$ cat config.mk
export PLATFORM = sky130hd
export DESIGN_NAME = data_memory_arbiter
export DESIGN_NICKNAME = d
export VERILOG_FILES = /design/src/rtl/data_memory_arbiter.sv
export SDC_FILE = /design/constraint.sdc
export NUM_CORES = 1
export LEC_CHECK = 0
export BUFFER_PORTS_ARGS = -buffer_cell sky130_fd_sc_hd__buf_2
export CAP_MARGIN = 15
export CORE_MARGIN = 5
export CORE_UTILIZATION = 35
export CTS_CLUSTER_DIAMETER = 80
export CTS_CLUSTER_SIZE = 16
export DETAILED_ROUTE_END_ITERATION = 10
export SYNTH_ARGS = -nofsm -noshare
export SYNTH_HDL_FRONTEND = slang
export SYNTH_SLANG_ARGS = --single-unit
$ cat constraint.sdc
create_clock -name clk -period 4.35 [get_ports clk]
set_input_delay 0.87 -clock clk [delete_from_list [all_inputs] [get_ports clk]]
set_output_delay 0.87 -clock clk [all_outputs]
set_load 0.1 [all_outputs]
$ cat src/rtl/data_memory_arbiter.sv
// Two-master arbiter for a single data-memory port: round-robin grant, req/ready
// handshake through IDLE -> ACCESS -> DONE, and an abort with error on a hung memory.
module data_memory_arbiter #(
  parameter int ADDR_SIZE = 32,
  parameter int DATA_SIZE = 32,
  parameter int TIMEOUT   = 15
) (
  input  logic                 clk,
  input  logic                 rst,
  input  logic                 m0_req,
  input  logic                 m0_we,
  input  logic [ADDR_SIZE-1:0] m0_addr,
  input  logic [DATA_SIZE-1:0] m0_wdata,
  output logic [DATA_SIZE-1:0] m0_rdata,
  output logic                 m0_ready,
  output logic                 m0_err,
  input  logic                 m1_req,
  input  logic                 m1_we,
  input  logic [ADDR_SIZE-1:0] m1_addr,
  input  logic [DATA_SIZE-1:0] m1_wdata,
  output logic [DATA_SIZE-1:0] m1_rdata,
  output logic                 m1_ready,
  output logic                 m1_err,
  output logic                 mem_req,
  output logic                 mem_we,
  output logic [ADDR_SIZE-1:0] mem_addr,
  output logic [DATA_SIZE-1:0] mem_wdata,
  input  logic [DATA_SIZE-1:0] mem_rdata,
  input  logic                 mem_ready,
  output logic                 grant_id
);

  localparam logic [1:0] S_IDLE   = 2'd0;
  localparam logic [1:0] S_ACCESS = 2'd1;
  localparam logic [1:0] S_DONE   = 2'd2;

  localparam int CNT_W = $clog2(TIMEOUT + 1);
  localparam logic [CNT_W-1:0] CNT_LAST = CNT_W'(TIMEOUT - 1);

  logic [1:0]           state_q, state_d;
  logic                 last_q, last_d;
  logic [CNT_W-1:0]     cnt_q, cnt_d;
  logic                 gid_q, gid_d;
  logic                 mreq_q, mreq_d;
  logic                 mwe_q, mwe_d;
  logic [ADDR_SIZE-1:0] maddr_q, maddr_d;
  logic [DATA_SIZE-1:0] mwdata_q, mwdata_d;
  logic [DATA_SIZE-1:0] rdata0_q, rdata0_d, rdata1_q, rdata1_d;
  logic                 rdy0_q, rdy0_d, rdy1_q, rdy1_d;
  logic                 err0_q, err0_d, err1_q, err1_d;
  logic                 win;
  logic                 finish;
  logic                 timed_out;
  logic [DATA_SIZE-1:0] result;

  always_comb begin
    state_d   = state_q;
    last_d    = last_q;
    cnt_d     = cnt_q;
    gid_d     = gid_q;
    mreq_d    = mreq_q;
    mwe_d     = mwe_q;
    maddr_d   = maddr_q;
    mwdata_d  = mwdata_q;
    rdata0_d  = rdata0_q;
    rdata1_d  = rdata1_q;
    rdy0_d    = 1'b0;
    rdy1_d    = 1'b0;
    err0_d    = 1'b0;
    err1_d    = 1'b0;
    win       = 1'b0;
    finish    = 1'b0;
    timed_out = 1'b0;
    result    = '0;

    case (state_q)
      S_IDLE: begin
        if (m0_req || m1_req) begin
          // On a tie the port that was not served last wins.
          win      = (m0_req && m1_req) ? ~last_q : m1_req;
          gid_d    = win;
          mwe_d    = win ? m1_we    : m0_we;
          maddr_d  = win ? m1_addr  : m0_addr;
          mwdata_d = win ? m1_wdata : m0_wdata;
          mreq_d   = 1'b1;
          cnt_d    = '0;
          state_d  = S_ACCESS;
        end
      end
      S_ACCESS: begin
        if (mem_ready) begin
          finish = 1'b1;
          result = mem_rdata;
        end else if (cnt_q == CNT_LAST) begin
          finish    = 1'b1;
          timed_out = 1'b1;
        end else begin
          cnt_d = cnt_q + 1'b1;
        end
        if (finish) begin
          mreq_d  = 1'b0;
          last_d  = gid_q;
          state_d = S_DONE;
          if (gid_q) begin
            rdata1_d = result;
            rdy1_d   = 1'b1;
            err1_d   = timed_out;
          end else begin
            rdata0_d = result;
            rdy0_d   = 1'b1;
            err0_d   = timed_out;
          end
        end
      end
      S_DONE: state_d = S_IDLE;
      default: state_d = S_IDLE;
    endcase
  end

  always_ff @(posedge clk or negedge rst) begin
    if (!rst) begin
      state_q  <= S_IDLE;
      last_q   <= 1'b1;
      cnt_q    <= '0;
      gid_q    <= 1'b0;
      mreq_q   <= 1'b0;
      mwe_q    <= 1'b0;
      maddr_q  <= '0;
      mwdata_q <= '0;
      rdata0_q <= '0;
      rdata1_q <= '0;
      rdy0_q   <= 1'b0;
      rdy1_q   <= 1'b0;
      err0_q   <= 1'b0;
      err1_q   <= 1'b0;
    end else begin
      state_q  <= state_d;
      last_q   <= last_d;
      cnt_q    <= cnt_d;
      gid_q    <= gid_d;
      mreq_q   <= mreq_d;
      mwe_q    <= mwe_d;
      maddr_q  <= maddr_d;
      mwdata_q <= mwdata_d;
      rdata0_q <= rdata0_d;
      rdata1_q <= rdata1_d;
      rdy0_q   <= rdy0_d;
      rdy1_q   <= rdy1_d;
      err0_q   <= err0_d;
      err1_q   <= err1_d;
    end
  end

  assign mem_req   = mreq_q;
  assign mem_we    = mwe_q;
  assign mem_addr  = maddr_q;
  assign mem_wdata = mwdata_q;
  assign grant_id  = gid_q;
  assign m0_rdata  = rdata0_q;
  assign m0_ready  = rdy0_q;
  assign m0_err    = err0_q;
  assign m1_rdata  = rdata1_q;
  assign m1_ready  = rdy1_q;
  assign m1_err    = err1_q;

endmodule

==> flow_summary.yaml, run 1 <==
outcome:
  status: "completed"
floorplan:
  placementRows: 47
  initial_core_util_pct: 35.82
  die_area_um2: 19740
  chipHeight_um: 140.5
  fp.dieW_um: 140.5
  core_area_um2: 16640
  io_pins: 302
timing:
  skew_ns: 0.009413
  worstMarginPinSlew_ns: 1.153
  finalHoldViolCount: 0
  grt_setup_unrepaired: "no"
  setup_viol: 0
  slew_viol_final: 0
  post-route-period-util_pct: 52.82
  max_freq_mhz: 435.2
  fin_crit_ns: 2.298
  slew_headroom_pct: 23.16
  setup_tns_ns: 0
setup_path:
  crit_chain: "buf_2 -> a21bo_4 -> buf_4 -> mux2i_1 -> o21ai_1"
  cp_top_family: "compound AO/OA/AOI/OAI gates"
  path_max_fanout: 62
  cp-start-kind: "input pin"
  slowest_stage: "a21bo_4"
  endpoint_kind: "flop"
  cp.required_ns: 4.63
  timing.rr.start: "last_q"
  max_stage_delay_ns: 0.94
  worst-setup-path-type: "input pin to flop"
  crit_buf_inv: 2
  critical_path.startpoint: "m1_req"
  worstPathArrival_ns: 2.58
logic_synthesis:
  avgSynthCellArea_um2: 12.21
  synthCells: 488
  synthArstFlopShare_pct: 100.0
  synth_ff_type: "dfrtp_1"
  ys_warn_count: 0
  synth_cell_type_count: 40
  synth_edf_count: 0
  synthesis.nets: 657
  ys_seq_area_share_pct: 59.63
  synth_area_um2: 5961
  ys_ff_latch: 142
cts:
  numCtsBuffers: 17
  htree_levels: 4
  path_clk_slew_ns: 0.06
  ctsRootBufferMaster: "clkbuf_16"
  cts_sinks: 142
  ctsHoldBuffers: 0
  cts_resized: 0
  post_cts_buffers: 0
  clockBufferDepth: 2
  cts_tree: "yes"
  clk_latency_ns: 0.41
layout:
  layout_common_cells: "buf_2 (300), dfrtp_1 (141), o21ai_0 (98), mux2i_1 (65), a22o_1 (61)"
  design_area_um2: 8164
  drive_gt1_share_pct: 44.85
  layout_commonest_cell: "buf_2"
  instances_no_fill: 1007
  nNetsFinal: 943
  n_antenna_cell: 0
  postLayoutCoreUtil_pct: 49.06
  synthToLayoutAreaGrowth_pct: 36.96
drt:
  drt_iter0_markers: 163
  drtPass1Iterations: 4
  ant_nets: 0
  viasPerCell: 5.065
  vias: 5100
  wl_um: 17890
  route.detailed.drc: 0
  routedWlPerCell_um: 17.76
global_route:
  antenna_found_initial: 0
  grt_usage_pct: 17.78
  grt_max_degree: 87
  overflow: 0
  grt_pass1_vias: 5385
  grt_pass1_wl_um: 28280
place:
  place_hpwl_um: 12860
  placed_cells: 974
  io_buffers: 301
  gp_congestion: 0.8023
  placed_cell_area_um2: 7577
flow_run:
  maxCapViolCount: 0
min_path:
  min_path_type: "flop to flop"
  worstHoldStart: "mem_req"
-- routing by layer --
metal	share of wire [%]	routed length [um]	vias to the layer above	track usage (%)
met1	42	7505	2466	22.81
met3	7.6	1353	19	4.942
li1	-	-	2384	-
met2	49	8766	231	29.11
met5	0	0	-	0
met4	1.5	261	0	5.915
-- cells by family (layout without fill, tap and decap cells) --
logic type	Yosys count	in the layout	synth area share [%]
and+or+nand+nor	23	23	2.309
DFF	142	142	59.63
buffers and inverters	48	347	4.597
muxes	65	65	10.92
AOI/OAI and AO/OA	208	208	22.12
adders and majority gates	2	2	0.4197
-- worst reg2reg max path: cells and delay by family (launching register included) --
kind | cells | cell delay, ns
AO/OA/AOI/OAI | 2 | 0.99
flip-flops | 1 | 0.58
buffers and inverters | 1 | 0.35
multiplexers | 1 | 0.23
-- flip-flops by register name, summed over array words and instances (netlist names), 2 cells and up --
register and flops:
m0_rdata 32, cnt_q 4, mem_wdata 32, state_q 2, m1_rdata 32, mem_addr 32
-- path summary, 6_finish.rpt --
kind | to | slack (ns) | cells past startpoint
worst min-delay path | mem_req | 0.49 | 1
worst min register to register | mem_req | 0.49 | 1
max in group asynchronous | mem_addr[1] | 2.89 | 2
min in group asynchronous | m1_rdata[14] | 0.53 | 1
worst max register to register | mem_wdata[17] | 2.09 | 4
worst max-delay path | mem_wdata[17] | 2.05 | 5
-- final cells by class --
| class | count | area [um^2] |
|---|---|---|
| Clock inverter | 12 | 112.6 |
| Fill cell | 1561 | 8478 |
| Inverter | 4 | 15.01 |
| Multi-Input combinational cell | 298 | 2152 |
| Sequential cell | 142 | 3555 |
| Clock buffer | 20 | 446.7 |
| Timing Repair Buffer | 311 | 1608 |
| Tap cell | 220 | 275.3 |
-- cell usage after synthesis, types with 3 or more instances --
library cell  count  share of area [%]
dfrtp_1         141                 59
o21ai_0          98                8.2
mux2i_1          65                 11
a22o_1           61                9.0
o21ai_1          34                2.9
clkbuf_1         22                1.4
buf_2            12                1.0
buf_6             5               0.94
inv_1             4               0.25
nand3_1           4               0.34
a22o_2            3               0.50
buf_8             3               0.76
nand2_1           3               0.19
-- per-stage QoR --
stage,setup WS (ns),hold WS (ns)
after detailed placement,1.586,0.4861
final,2.052,0.4927
after global placement,1.697,0.4790
after floorplan,2.375,0.4579
after global routing,1.949,0.5115
after CTS,2.015,0.4991
Power of run 1 is not shown: default switching activity piles up to over one toggle a cycle in this logic, so the estimate is an artifact.
==> run 2: changes to the inputs <==
- PLACE_DENSITY: unset -> 0.67
- clock period: 4.35 -> 2.1 ns (I/O delays scaled with it)
==> run 2 against run 1 <==
Effect of this change: die area stayed put; register-to-register slack worse by 1.8 ns; clock skew hardly changed; first-iteration DRC count is 33% higher; sequential cell count stayed put; critical endpoint is now grant_id; final cell count is 0.60% higher; largest cell class unchanged; highest routed layer unchanged; count of clock-buffer cells in the layout is 3 lower; non-clock buffer count is 6 higher.
==> flow_summary.yaml, run 2 (same netlist as run 1, synthesis figures left out) <==
layout:
  layout_common_cells: "buf_2 (300), dfrtp_1 (141), o21ai_0 (98), mux2i_1 (65), a22o_1 (61)"
  instances_no_fill: 1013
  synthToLayoutAreaGrowth_pct: 40.13
  num-fill-cells: 1516
  nNetsFinal: 949
  n_antenna_cell: 0
  regArea_um2: 3555
  layout_commonest_cell: "buf_2"
  multi_input_area_um2: 2152
  design_area_um2: 8353
  drive_gt1_share_pct: 45.40
timing:
  slew_headroom_pct: 65.14
  setup_tns_ns: 0
  setup_viol: 0
  hold_slack_ns: 0.2371
  slew_viol_final: 0
  grt_setup_unrepaired: "no"
  worstMarginPinSlew_ns: 0.5265
  post-route-period-util_pct: 89.21
  fin_crit_ns: 1.873
  skew_ns: 0.009824
  finalHoldViolCount: 0
  max_freq_mhz: 533.8
setup_path:
  rr_endpoint: "m0_rdata[31]"
  rrSetupSlack_ns: 0.25
  slowest_stage: "dfrtp_1"
  cp-start-kind: "flop"
  r2r.worst_path.cells: 6
  worstPathArrival_ns: 1.45
  cp.required_ns: 1.68
  cp_num_cells: 1
  timing.rr.start: "cnt_q[0]"
  worst-setup-path-type: "flop to primary output"
  endpoint_kind: "primary output"
  path_max_fanout: 8
  cp_top_family: "flip-flops"
  critical_path.startpoint: "grant_id"
  max_stage_delay_ns: 0.53
  crit_buf_inv: 1
  crit_chain: "buf_2"
  endpoint: "grant_id"
place:
  placed_cell_area_um2: 7722
  place_hpwl_um: 12590
  io_buffers: 301
  placed_cells: 980
  gp_congestion: 0.7739
cts:
  ctsRootBufferMaster: "clkbuf_16"
  path_clk_slew_ns: 0.07
  cts_tree: "yes"
  cts_resized: 0
  clockBufferDepth: 2
  cts_sinks: 142
  clk_latency_ns: 0.41
  htree_levels: 4
  numCtsBuffers: 17
floorplan:
  io_pins: 302
  die_area_um2: 19740
  fp.dieW_um: 140.5
  core_area_um2: 16640
  chipHeight_um: 140.5
  placementRows: 47
  initial_core_util_pct: 35.82
global_route:
  grt_busiest_layer: "met2"
  grt_max_degree: 69
  overflow: 0
  use_met3_pct: 5.419
  grt_pass1_vias: 5247
  use_met1_pct: 22.66
  grt_pass1_wl_um: 28090
  grtUsageMet2_pct: 28.88
  grt_usage_pct: 17.66
  antenna_found_initial: 0
flow_run:
  maxCapViolCount: 0
drt:
  drtPass1Iterations: 5
  wl_um: 17330
  ant_nets: 0
  vias: 5020
  drt_iter0_markers: 216
  route.detailed.drc: 0
  viasPerCell: 4.956
  routedWlPerCell_um: 17.10
min_path:
  min_path_type: "input pin to flop"
  worstHoldStart: "mem_rdata[6]"
outcome:
  status: "completed"
run 2: worst min-delay path by stage:
stage	cells past startpoint	end	slack, ns
global route	2	m0_rdata[10]	0.23
CTS	2	m1_rdata[6]	0.21
finish	2	m1_rdata[6]	0.24
floorplan	0	cnt_q[0]	0.12
detailed placement	1	m1_rdata[28]	0.39
global placement	1	m1_rdata[27]	0.39
run 2: stage by stage:
step / util, % / setup slack, ns
3_5_place_dp: 46.40 / 0.2501
4_1_cts: 50.19 / 0.2035
3_3_place_gp: 46.40 / 0.2844
5_1_grt: 50.19 / 0.1300
2_1_floorplan: - / 0.1254
6_report: 50.19 / 0.2266
run 2: layer usage:
metal / wire, um / vias to the layer above
li1: - / 2392
met1: 7204 / 2390
met2: 8397 / 222
met3: 1499 / 16
met4: 225 / 0
met5: 0 / -
run 2: repair_timing:
| item | 4_1_cts | 5_1_grt |
|---|---|---|
| hold buffers | 1 | 0 |
| hold endpoints to repair | 47 | 0 |
| buffers inserted | 0 | 0 |
run 2: final cells by class:
cell class              instances  area share (%)
inverters                       4          0.1797
clock buffers                  17           5.093
flip-flops and latches        142           42.56
well taps                     220           3.295
clock inverters                15           2.337
multi-input cells             298           25.76
repair buffers                317           20.78
Power of run 2 is left out for the same reason.
==> run 3: changes to the inputs <==
- CELL_PAD_IN_SITES_DETAIL_PLACEMENT: unset -> 0
- CELL_PAD_IN_SITES_GLOBAL_PLACEMENT: unset -> 1
- CORE_UTILIZATION: 35 -> 31
- PLACE_DENSITY: 0.67 -> unset
- PLACE_DENSITY_LB_ADDON: unset -> 0.1
==> run 3 against run 2 <==
Effect of this change: fmax is 0.69% lower; wire length rose by 7.4%; final cell count rose by 3.8%.
==> flow_summary.yaml, run 3 (same netlist as run 1, synthesis figures left out) <==
outcome:
  status: "completed"
min_path:
  min_path_type: "input pin to flop"
floorplan:
  die_area_um2: 22100
  chipHeight_um: 148.7
  fp.dieW_um: 148.7
  io_pins: 302
  initial_core_util_pct: 31.65
  placementRows: 50
  core_area_um2: 18830
place:
  place_hpwl_um: 13370
  gp_congestion: 0.7366
  placed_cells: 1019
  io_buffers: 301
timing:
  finalHoldViolCount: 0
  post-route-period-util_pct: 89.83
  max_freq_mhz: 530.1
  setup_viol: 0
  slew_viol_final: 0
  fin_crit_ns: 1.886
  skew_ns: 0.01218
  worstMarginPinSlew_ns: 0.5187
  slew_headroom_pct: 65.66
  grt_setup_unrepaired: "no"
  hold_slack_ns: 0.2366
  setup_tns_ns: 0
drt:
  route.detailed.drc: 0
  vias: 5140
  ant_nets: 0
  drtPass1Iterations: 4
  viasPerCell: 4.886
  drt_iter0_markers: 160
  routedWlPerCell_um: 17.68
  wl_um: 18600
layout:
  layout_commonest_cell: "buf_2"
  instances_no_fill: 1052
  drive_gt1_share_pct: 45.13
  num-fill-cells: 1829
  synthToLayoutAreaGrowth_pct: 40.20
  nNetsFinal: 948
  layout_common_cells: "buf_2 (300), dfrtp_1 (141), o21ai_0 (98), mux2i_1 (65), a22o_1 (61)"
flow_run:
  maxCapViolCount: 0
cts:
  clk_latency_ns: 0.42
  cts_sinks: 142
  numCtsBuffers: 17
  cts_resized: 0
  htree_levels: 4
  cts_tree: "yes"
  clockBufferDepth: 2
  path_clk_slew_ns: 0.06
  ctsRootBufferMaster: "clkbuf_16"
  post_cts_buffers: 0
  ctsHoldBuffers: 1
global_route:
  overflow: 0
  grt_max_degree: 63
  antenna_found_initial: 4
  grt_pass1_wl_um: 29280
  grt_pass1_vias: 5436
  grt_usage_pct: 16.73
setup_path:
  cp.required_ns: 2.40
  worst-setup-path-type: "flop to flop"
  path_max_fanout: 33
  cp-start-kind: "flop"
  endpoint_kind: "flop"
  worstPathArrival_ns: 2.19
## run 3: layout make-up
class | count | area, um^2 | area share [%]
multi-input combinational | 298 | 2152 | 25.75
clock buffer | 19 | 442.9 | 5.300
antenna | 1 | 2.502 | 0.02994
inverter | 4 | 15.01 | 0.1797
timing repair buffer | 316 | 1703 | 20.38
clock inverter | 12 | 161.4 | 1.931
sequential | 142 | 3555 | 42.54
tap | 260 | 325.3 | 3.893
## run 3: metrics by stage
stage	utilization, %	instance area, um^2	setup WS [ns]
final	44.38	8357	0.2136
after detailed placement	41.10	7740	0.2178
after floorplan	-	5961	0.1254
after global routing	44.38	8357	0.09673
after global placement	41.10	7740	0.2520
after CTS	44.37	8354	0.2065
## run 3: final timing paths
check / from / to / slack [ns] / cells past startpoint
worst max-delay path: cnt_q[0] / m0_rdata[1] / 0.21 / 6
worst min-delay path: mem_rdata[23] / m1_rdata[23] / 0.24 / 2
worst max register to register: cnt_q[0] / m0_rdata[1] / 0.21 / 6
worst min register to register: mem_req / mem_req / 0.49 / 1
max in group asynchronous: rst / mem_wdata[8] / 0.93 / 3
min in group asynchronous: rst / m1_rdata[3] / 0.47 / 2
## run 3: layer usage
layer / global-route usage, % / wire length [um] / part of all wire [%]
met5: 0 / 36 / 0.19
met4: 5.404 / 325 / 1.7
met3: 6.033 / 1665 / 9.0
met2: 27.57 / 8983 / 48
met1: 20.46 / 7588 / 41
## run 3: worst max-delay path, cell delays in order, from the launching register on
cell and delay [ns]:
dfrtp_1 0.39, inv_1 0.10, ha_1 0.25, a31oi_1 0.12, or3_1 0.35, buf_4 0.26, a22o_2 0.30
Power of run 3 is left out for the same reason.
